$ cat src/rtl/dff_pipeline_if.sv
// Handshake bundle for dff_pipeline: producer side, consumer side, flush and occupancy.
// The master modport is the block driving the pipeline, the slave modport is the pipeline itself.
interface dff_pipeline_if #(
   parameter int WIDTH = 3,
   parameter int DEPTH = 4
);
   localparam int CW = $clog2(DEPTH + 1);

   logic             flush;
   logic             in_valid;
   logic [WIDTH-1:0] in_data;
   logic             in_ready;
   logic             out_valid;
   logic [WIDTH-1:0] out_data;
   logic             out_ready;
   logic [CW-1:0]    count;

   modport master (
      output flush, in_valid, in_data, out_ready,
      input  in_ready, out_valid, out_data, count
   );

   modport slave (
      input  flush, in_valid, in_data, out_ready,
      output in_ready, out_valid, out_data, count
   );
endinterface

$ cat src/rtl/dff_pipeline.sv
// WIDTH x DEPTH register pipeline with valid/ready flow control.
// Empty stages keep absorbing data while the output is stalled, so bubbles collapse.
module dff_pipeline #(
   parameter int               WIDTH   = 3,
   parameter int               DEPTH   = 4,
   parameter logic [WIDTH-1:0] RST_VAL = '0
) (
   input logic           clk,
   input logic           rst_n,
   dff_pipeline_if.slave bus
);
   localparam int CW = $clog2(DEPTH + 1);

   logic [DEPTH-1:0] r_valid;
   logic [WIDTH-1:0] r_data [DEPTH];
   logic [CW-1:0]    r_count;

   logic [DEPTH-1:0] w_rdy;
   logic [DEPTH-1:0] w_up_valid;
   logic [WIDTH-1:0] w_up_data [DEPTH];
   logic             w_in_xfer;
   logic             w_out_xfer;

   // A stage can load when any stage at or beyond it is empty, or the consumer takes the head.
   always_comb begin
      w_rdy = '0;
      for (int i = 0; i < DEPTH; i++) begin
         w_rdy[i] = bus.out_ready;
         for (int j = i; j < DEPTH; j++) begin
            w_rdy[i] = w_rdy[i] | ~r_valid[j];
         end
      end
   end

   always_comb begin
      w_up_valid    = '0;
      w_up_valid[0] = bus.in_valid;
      w_up_data[0]  = bus.in_data;
      for (int i = 1; i < DEPTH; i++) begin
         w_up_valid[i] = r_valid[i-1];
         w_up_data[i]  = r_data[i-1];
      end
   end

   // NOTE: in_ready is gated by rst_n so nothing is offered acceptance while reset is held.
   assign bus.in_ready  = w_rdy[0] & ~bus.flush & rst_n;
   assign bus.out_valid = r_valid[DEPTH-1];
   assign bus.out_data  = r_data[DEPTH-1];
   assign bus.count     = r_count;

   assign w_in_xfer  = bus.in_valid & bus.in_ready;
   assign w_out_xfer = r_valid[DEPTH-1] & bus.out_ready;

   // NOTE: the data array is reset as well, because out_data must read RST_VAL during reset.
   always_ff @(posedge clk or negedge rst_n) begin
      if (!rst_n) begin
         r_valid <= '0;
         r_count <= '0;
         for (int i = 0; i < DEPTH; i++) begin
            r_data[i] <= RST_VAL;
         end
      end else begin
         for (int i = 0; i < DEPTH; i++) begin
            if (w_rdy[i]) begin
               r_valid[i] <= w_up_valid[i];
               if (w_up_valid[i] && !bus.flush) begin
                  r_data[i] <= w_up_data[i];
               end
            end
         end

         if (bus.flush) begin
            r_valid <= '0;
            r_count <= '0;
         end else if (w_in_xfer && !w_out_xfer) begin
            r_count <= r_count + CW'(1);
         end else if (!w_in_xfer && w_out_xfer) begin
            r_count <= r_count - CW'(1);
         end
      end
   end
endmodule

$ cat src/flat_wrapper.sv
// flat-port wrapper written by rule: the top's interface ports become plain ports
module dff_pipeline_flat 
#(
   parameter int               WIDTH   = 3,
   parameter int               DEPTH   = 4,
   parameter logic [WIDTH-1:0] RST_VAL = '0
)
  (clk, rst_n, bus_flush, bus_in_valid, bus_in_data, bus_out_ready, bus_in_ready, bus_out_valid, bus_out_data, bus_count);
  dff_pipeline_if #(.WIDTH(WIDTH), .DEPTH(DEPTH)) bus_i ();
  input logic clk;
  input logic rst_n;
  input wire logic [$bits(bus_i.flush)-1:0] bus_flush;
  input wire logic [$bits(bus_i.in_valid)-1:0] bus_in_valid;
  input wire logic [$bits(bus_i.in_data)-1:0] bus_in_data;
  input wire logic [$bits(bus_i.out_ready)-1:0] bus_out_ready;
  output wire logic [$bits(bus_i.in_ready)-1:0] bus_in_ready;
  output wire logic [$bits(bus_i.out_valid)-1:0] bus_out_valid;
  output wire logic [$bits(bus_i.out_data)-1:0] bus_out_data;
  output wire logic [$bits(bus_i.count)-1:0] bus_count;
  assign bus_i.flush = bus_flush;
  assign bus_i.in_valid = bus_in_valid;
  assign bus_i.in_data = bus_in_data;
  assign bus_i.out_ready = bus_out_ready;
  assign bus_in_ready = bus_i.in_ready;
  assign bus_out_valid = bus_i.out_valid;
  assign bus_out_data = bus_i.out_data;
  assign bus_count = bus_i.count;
  dff_pipeline #(.WIDTH(WIDTH), .DEPTH(DEPTH), .RST_VAL(RST_VAL)) u_core (.clk(clk), .rst_n(rst_n), .bus(bus_i));
endmodule
$ cat config.mk
export PLATFORM = sky130hd
export DESIGN_NAME = dff_pipeline_flat
export DESIGN_NICKNAME = d
export VERILOG_FILES = /design/src/rtl/dff_pipeline_if.sv /design/src/rtl/dff_pipeline.sv /design/src/flat_wrapper.sv
export SDC_FILE = /design/constraint.sdc
export NUM_CORES = 1
export LEC_CHECK = 0
export ABC_AREA = 0
export CAP_MARGIN = 20
export CORE_MARGIN = 2
export CORE_UTILIZATION = 40
export DETAILED_ROUTE_END_ITERATION = 10
export GPL_TIMING_DRIVEN = 0
export SYNTH_ARGS = -nofsm -noshare
export SYNTH_HDL_FRONTEND = slang
export SYNTH_SLANG_ARGS = --single-unit
export TNS_END_PERCENT = 30
$ cat constraint.sdc
create_clock -name clk -period 3.35 [get_ports clk]
set_clock_uncertainty 0.2 [all_clocks]
set_input_delay 0.335 -clock clk [delete_from_list [all_inputs] [get_ports clk]]
set_output_delay 0.335 -clock clk [all_outputs]
set_load 0.02 [all_outputs]
* Word level (Yosys, flattened, before mapping)
Index checks and enable logic that the tools add are counted. Widths: inputs -> output; s select.
Storage, ports and cells: register bits 19, input port bits 8, output and inout bits 8, word-level logic and storage cells 56
Cells by class: add/subtract/negate cells 2, muxes and demuxes 8, bitwise operators 19, reduce and logical (&&, ||, !) cells 18
Operators with widths (count):
- $or 1x1->1 | 10
- $mux 3 | 3
- $reduce_and 2->1 | 4
- $reduce_bool 2->1 | 4
- $logic_and 1x1->1 | 6
- $not 1->1 | 5
- $and 1x1->1 | 4
- $mux 1 | 4
- $mux 4 | 1
- $add 3x1->3 const B | 1
- $logic_not 1->1 | 3
- $reduce_bool 3->1 | 1
- $sub 3x1->3 const B | 1

* Logic depth before layout (Yosys ltp)
word-level depth 13, gate-level depth with buffers 8, depth with buffers taken out 7

* Worst setup path before layout
Ideal clock, no wire load.
kind register to register, start reg u_core.r_valid[3], end reg u_core.r_count[2] (netlist: u_core.bus.count[2]), library setup time 71 ps, data arrival time 1987 ps, required time 3079 ps, slack 1092 ps, stages on the path, launching flop included 8, path buffers 1, period minus slack after synthesis 2258 ps, cells stage by stage dfrtp_1 -> nand4_1 -> and4_4 -> buf_6 -> nor2b_1 -> fa_1 -> or4b_1 -> nand4_1
Between the ends: word-level cells in the longest chain between the ends 8, elaborated cells between the ends (all ways) 13, those cells by class mux: 2; bitwise: 6; reduce/logical: 5
RTL lines:
- from (decl) | line dff_pipeline.sv:14 | logic [DEPTH-1:0] r_valid;
- from (signal, indexed assignment) | line dff_pipeline.sv:65 | r_valid[i] <= w_up_valid[i];
- $not 1->1 | line dff_pipeline.sv:30 | w_rdy[i] = w_rdy[i] | ~r_valid[j];
- $or 1x1->1 | line dff_pipeline.sv:30
- $and 1x1->1 (2 in series) | line dff_pipeline.sv:46 | assign bus.in_ready = w_rdy[0] & ~bus.flush & rst_n;
- $and 1x1->1 | line dff_pipeline.sv:51 | assign w_in_xfer = bus.in_valid & bus.in_ready;
- $logic_and 1x1->1 / $logic_not 1->1 (equally long branches) | line dff_pipeline.sv:75, dff_pipeline.sv:77
- $mux 3 / $logic_and 1x1->1 (equally long branches) | line dff_pipeline.sv:75, dff_pipeline.sv:77
- $mux 3 / $reduce_bool 3->1 (equally long branches)
- to (signal assigned) | line dff_pipeline.sv:76 | r_count <= r_count + CW'(1);
- to (signal assigned) | line dff_pipeline.sv:78 | r_count <= r_count - CW'(1);
- to (decl) | line dff_pipeline.sv:16 | logic [CW-1:0] r_count;
Parallel ways exist; a longest one is shown, timed or not. A chain may end at the register's enable or synchronous reset.

* Final worst setup path
start in rst_n, end reg u_core.r_count[2] (netlist: u_core.bus.count[2])
Between the ends: word-level cells in the longest chain between the ends 5, elaborated cells between the ends (all ways) 8, those cells by class mux: 2; bitwise: 2; reduce/logical: 4
RTL lines:
- from (decl) | line flat_wrapper.sv:11 | input logic rst_n;
- $and 1x1->1 (*) | line dff_pipeline.sv:46
- $and 1x1->1 (*) | line dff_pipeline.sv:51
- $logic_and 1x1->1 / $logic_not 1->1 (equally long branches) | line dff_pipeline.sv:75, dff_pipeline.sv:77
- $mux 3 / $logic_and 1x1->1 (equally long branches) | line dff_pipeline.sv:75, dff_pipeline.sv:77
- $mux 3 / $reduce_bool 3->1 (equally long branches)
Mark *: on every way between the ends. The rest lies on a longest branch, timed or not.

==> results.cfg <==
[run_status]
status = completed

[routing]
ant_nets = 0
met1Wirelength_um = 672
wl_met2_um = 549
drtIter0Drc = 12
dr.pass1.iters = 4
met3_length_um = 84
drc = 0
avgRoutedWirePerCell_um = 11.19
wirelength_um = 1343
vias = 585
top_layer_used = met4
via_per_inst = 4.875

[critical_path]
worstPathRequired_ns = 3.38
crit_slowest_cell = clkdlybuf4s50_1
cp_cell_sequence = clkdlybuf4s50_1 -> and4_4 -> buf_6 -> nor2b_1 -> fa_1 -> or4b_1 -> nand4_1
cp-end-kind = register
critPathMaxFanout = 22
startpoint_type = input pin
max_stage_delay_ns = 0.88
crit_type = input pin to register
worst-endpoint-arrival_ns = 2.93

[sta]
period_share = 0.8650
relSlewSlack = 0.4152
hold_violations = 0
setup_violations = 0
maxSlewViolCount = 0
tightestPinTransition_ns = 0.8745
tns_ns = 0
period_needed_ns = 2.898
rsz0062_at_grt = false
fmax_mhz = 345.1

[floorplan]
io-pin-count = 16
coreArea_um2 = 2148
fp-row-count = 17
fp.dieH_um = 51.06
die_x_um = 51.06
fp.dieArea_um2 = 2607
initial_core_util = 0.4123

[yosys]
syn_area_per_cell_um2 = 12.13
yosysMostFrequentCell = dfrtp_1
synth_fp_nets = 82
synthArstFlopShare = 1.000
yosysTopAreaCellShare = 0.5367
ys.flop_type = dfrtp_1
synthTopCellsByArea = dfrtp_1 54%, mux2_2 11%, mux2_1 3.8%
synth_top_cell_by_area = dfrtp_1
synth_edf_count = 0
yosysWarnings = 0
netlist_area_um2 = 885.9
ys_seq_area_frac = 0.5367
syn-instance-count = 73
ys_seq_elements = 19
synth_commonest_cells = 19 x dfrtp_1, 9 x mux2_2, 7 x nor2_1, 4 x a21oi_1
synth_cell_types = 26

[power]
sequentialPowerShare = 0.530
irDropWorstVdd_v = 0.0002684
p_switching_uw = 148.5
power_density_nw_per_um2 = 516.8
power_leakage_nw = 0.4633
switching_share = 0.2618
intPower_uw = 418.6
combinationalPowerShare = 0.271
clockPowerShare = 0.199

[finish]
final_nets = 102
fin_util = 0.5108
areaGrowthSynthToFinish_pct = 23.87
drive_gt1_frac = 0.1957
antenna_cells = 0

[clock_network]
cts.repair.resized = 0
htreeDepth = 1
ctsRootBufferMaster = clkbuf_4
cts_tree = yes
ctsHoldBuffers = 0
cts_buffers = 3
clock_sinks = 19
post-cts-setup-buffer-count = 0
clkTransAtPathRegs_ns = 0.10
insertion_delay_ns = 0.29
clockBufferDepth = 2

[worst_hold_path]
hold_class = register to register

[global_routing]
grt.overflow.total = 0
groute.usage.overall = 0.1173
grt_pass1_wl_um = 2221
grt_pass1_vias = 471
grt_antenna_before_repair = 0
grt_max_degree = 23

[placement]
numPortBuffers = 15
gp_congestion = 0.6776
dp_hpwl_um = 1002

[flow_run]
max_cap_viol_count = 0
[power groups by stage]
stage | clock network, mW | logic [mW] | registers (mW)
final | 0.113 | 0.154 | 0.300
after detailed placement | 0 | 0.156 | 0.306
after CTS | 0.117 | 0.156 | 0.301
after global routing | 0.129 | 0.166 | 0.308
after floorplan | 0 | 0.0981 | 0.303
after global placement | 0 | 0.153 | 0.304
[cells by family (layout without fill, tap and decap cells)]
group / Yosys count / in the layout / share of synthesized area
buf+inv: 8 / 27 / 0.05508
fa+ha+maj: 1 / 1 / 0.02260
mux: 12 / 12 / 0.1525
compound gates: 7 / 7 / 0.04378
simple gates: 26 / 26 / 0.1893
flops: 19 / 19 / 0.5367
[state kept, by name, indices dropped and copies added (netlist names)]
register and cells:
u_core.r_data 9, u_core.r_valid 4, u_core.bus.count 3, u_core.bus.out_data 3
[cell usage in the layout (no fill, tap or decap), drive strengths merged]
master / count
or4b: 1
o41ai: 1
a21oi: 4
and2b: 1
dfrtp: 19
nor3b: 3
nand2: 2
clkdlybuf4s50: 15
buf: 4
or3: 1
clkbuf: 5
mux2: 12
o21ai: 2
nor2b: 1
nand3b: 3
and4: 2
nor2: 7
or4bb: 1
nand4: 2
inv: 3
fa: 1
nand3: 2
[through the flow]
stage / worst slack, ns / instances / area (um^2) / hold slack (ns) / power, mW
final: 0.4522 / 120 / 1097 / 0.2919 / 0.5671
after global placement: 0.09664 / 116 / 1071 / 0.2650 / 0.4575
after global routing: 0.2415 / 120 / 1097 / 0.3132 / 0.6036
after floorplan: 1.092 / 73 / 885.9 / -0.1606 / 0.4013
after detailed placement: 0.08114 / 116 / 1071 / 0.2740 / 0.4623
after CTS: 0.3954 / 120 / 1097 / 0.2970 / 0.5747
[path summary, 6_finish.rpt]
path,slack [ns],from,to,cells after the start
worst max-delay path,0.45,rst_n,u_core.bus.count[2],7
worst min-delay path,0.29,u_core.r_data[9],u_core.r_data[9],1
worst max register to register,0.99,u_core.r_valid[2],u_core.bus.count[2],7
max in group asynchronous,2.09,rst_n,u_core.r_valid[1],1
worst min register to register,0.29,u_core.r_data[9],u_core.r_data[9],1
min in group asynchronous,0.33,rst_n,u_core.bus.out_data[0],1
[worst max-delay path, delay by kind of cell]
kind	cells	cell delay [ns]
and+or+nand+nor	4	1.14
buffers and inverters	2	1.01
adders and majority gates	1	0.44
[area by class of cell]
type	instances	area [um^2]
inverters	3	11.26
repair buffers	15	150.1
well taps	28	35.03
fillers	212	1051
plain buffers	5	37.54
flip-flops and latches	19	475.5
multi-input cells	46	361.6
clock buffers	4	26.28
[routing by layer]
layer	track usage	vias up
met1	0.1787	271
met3	0.02632	4
met2	0.1429	20
met4	0.08108	0
met5	0	-
li1	-	290
(Power assumes the default switching activity.)
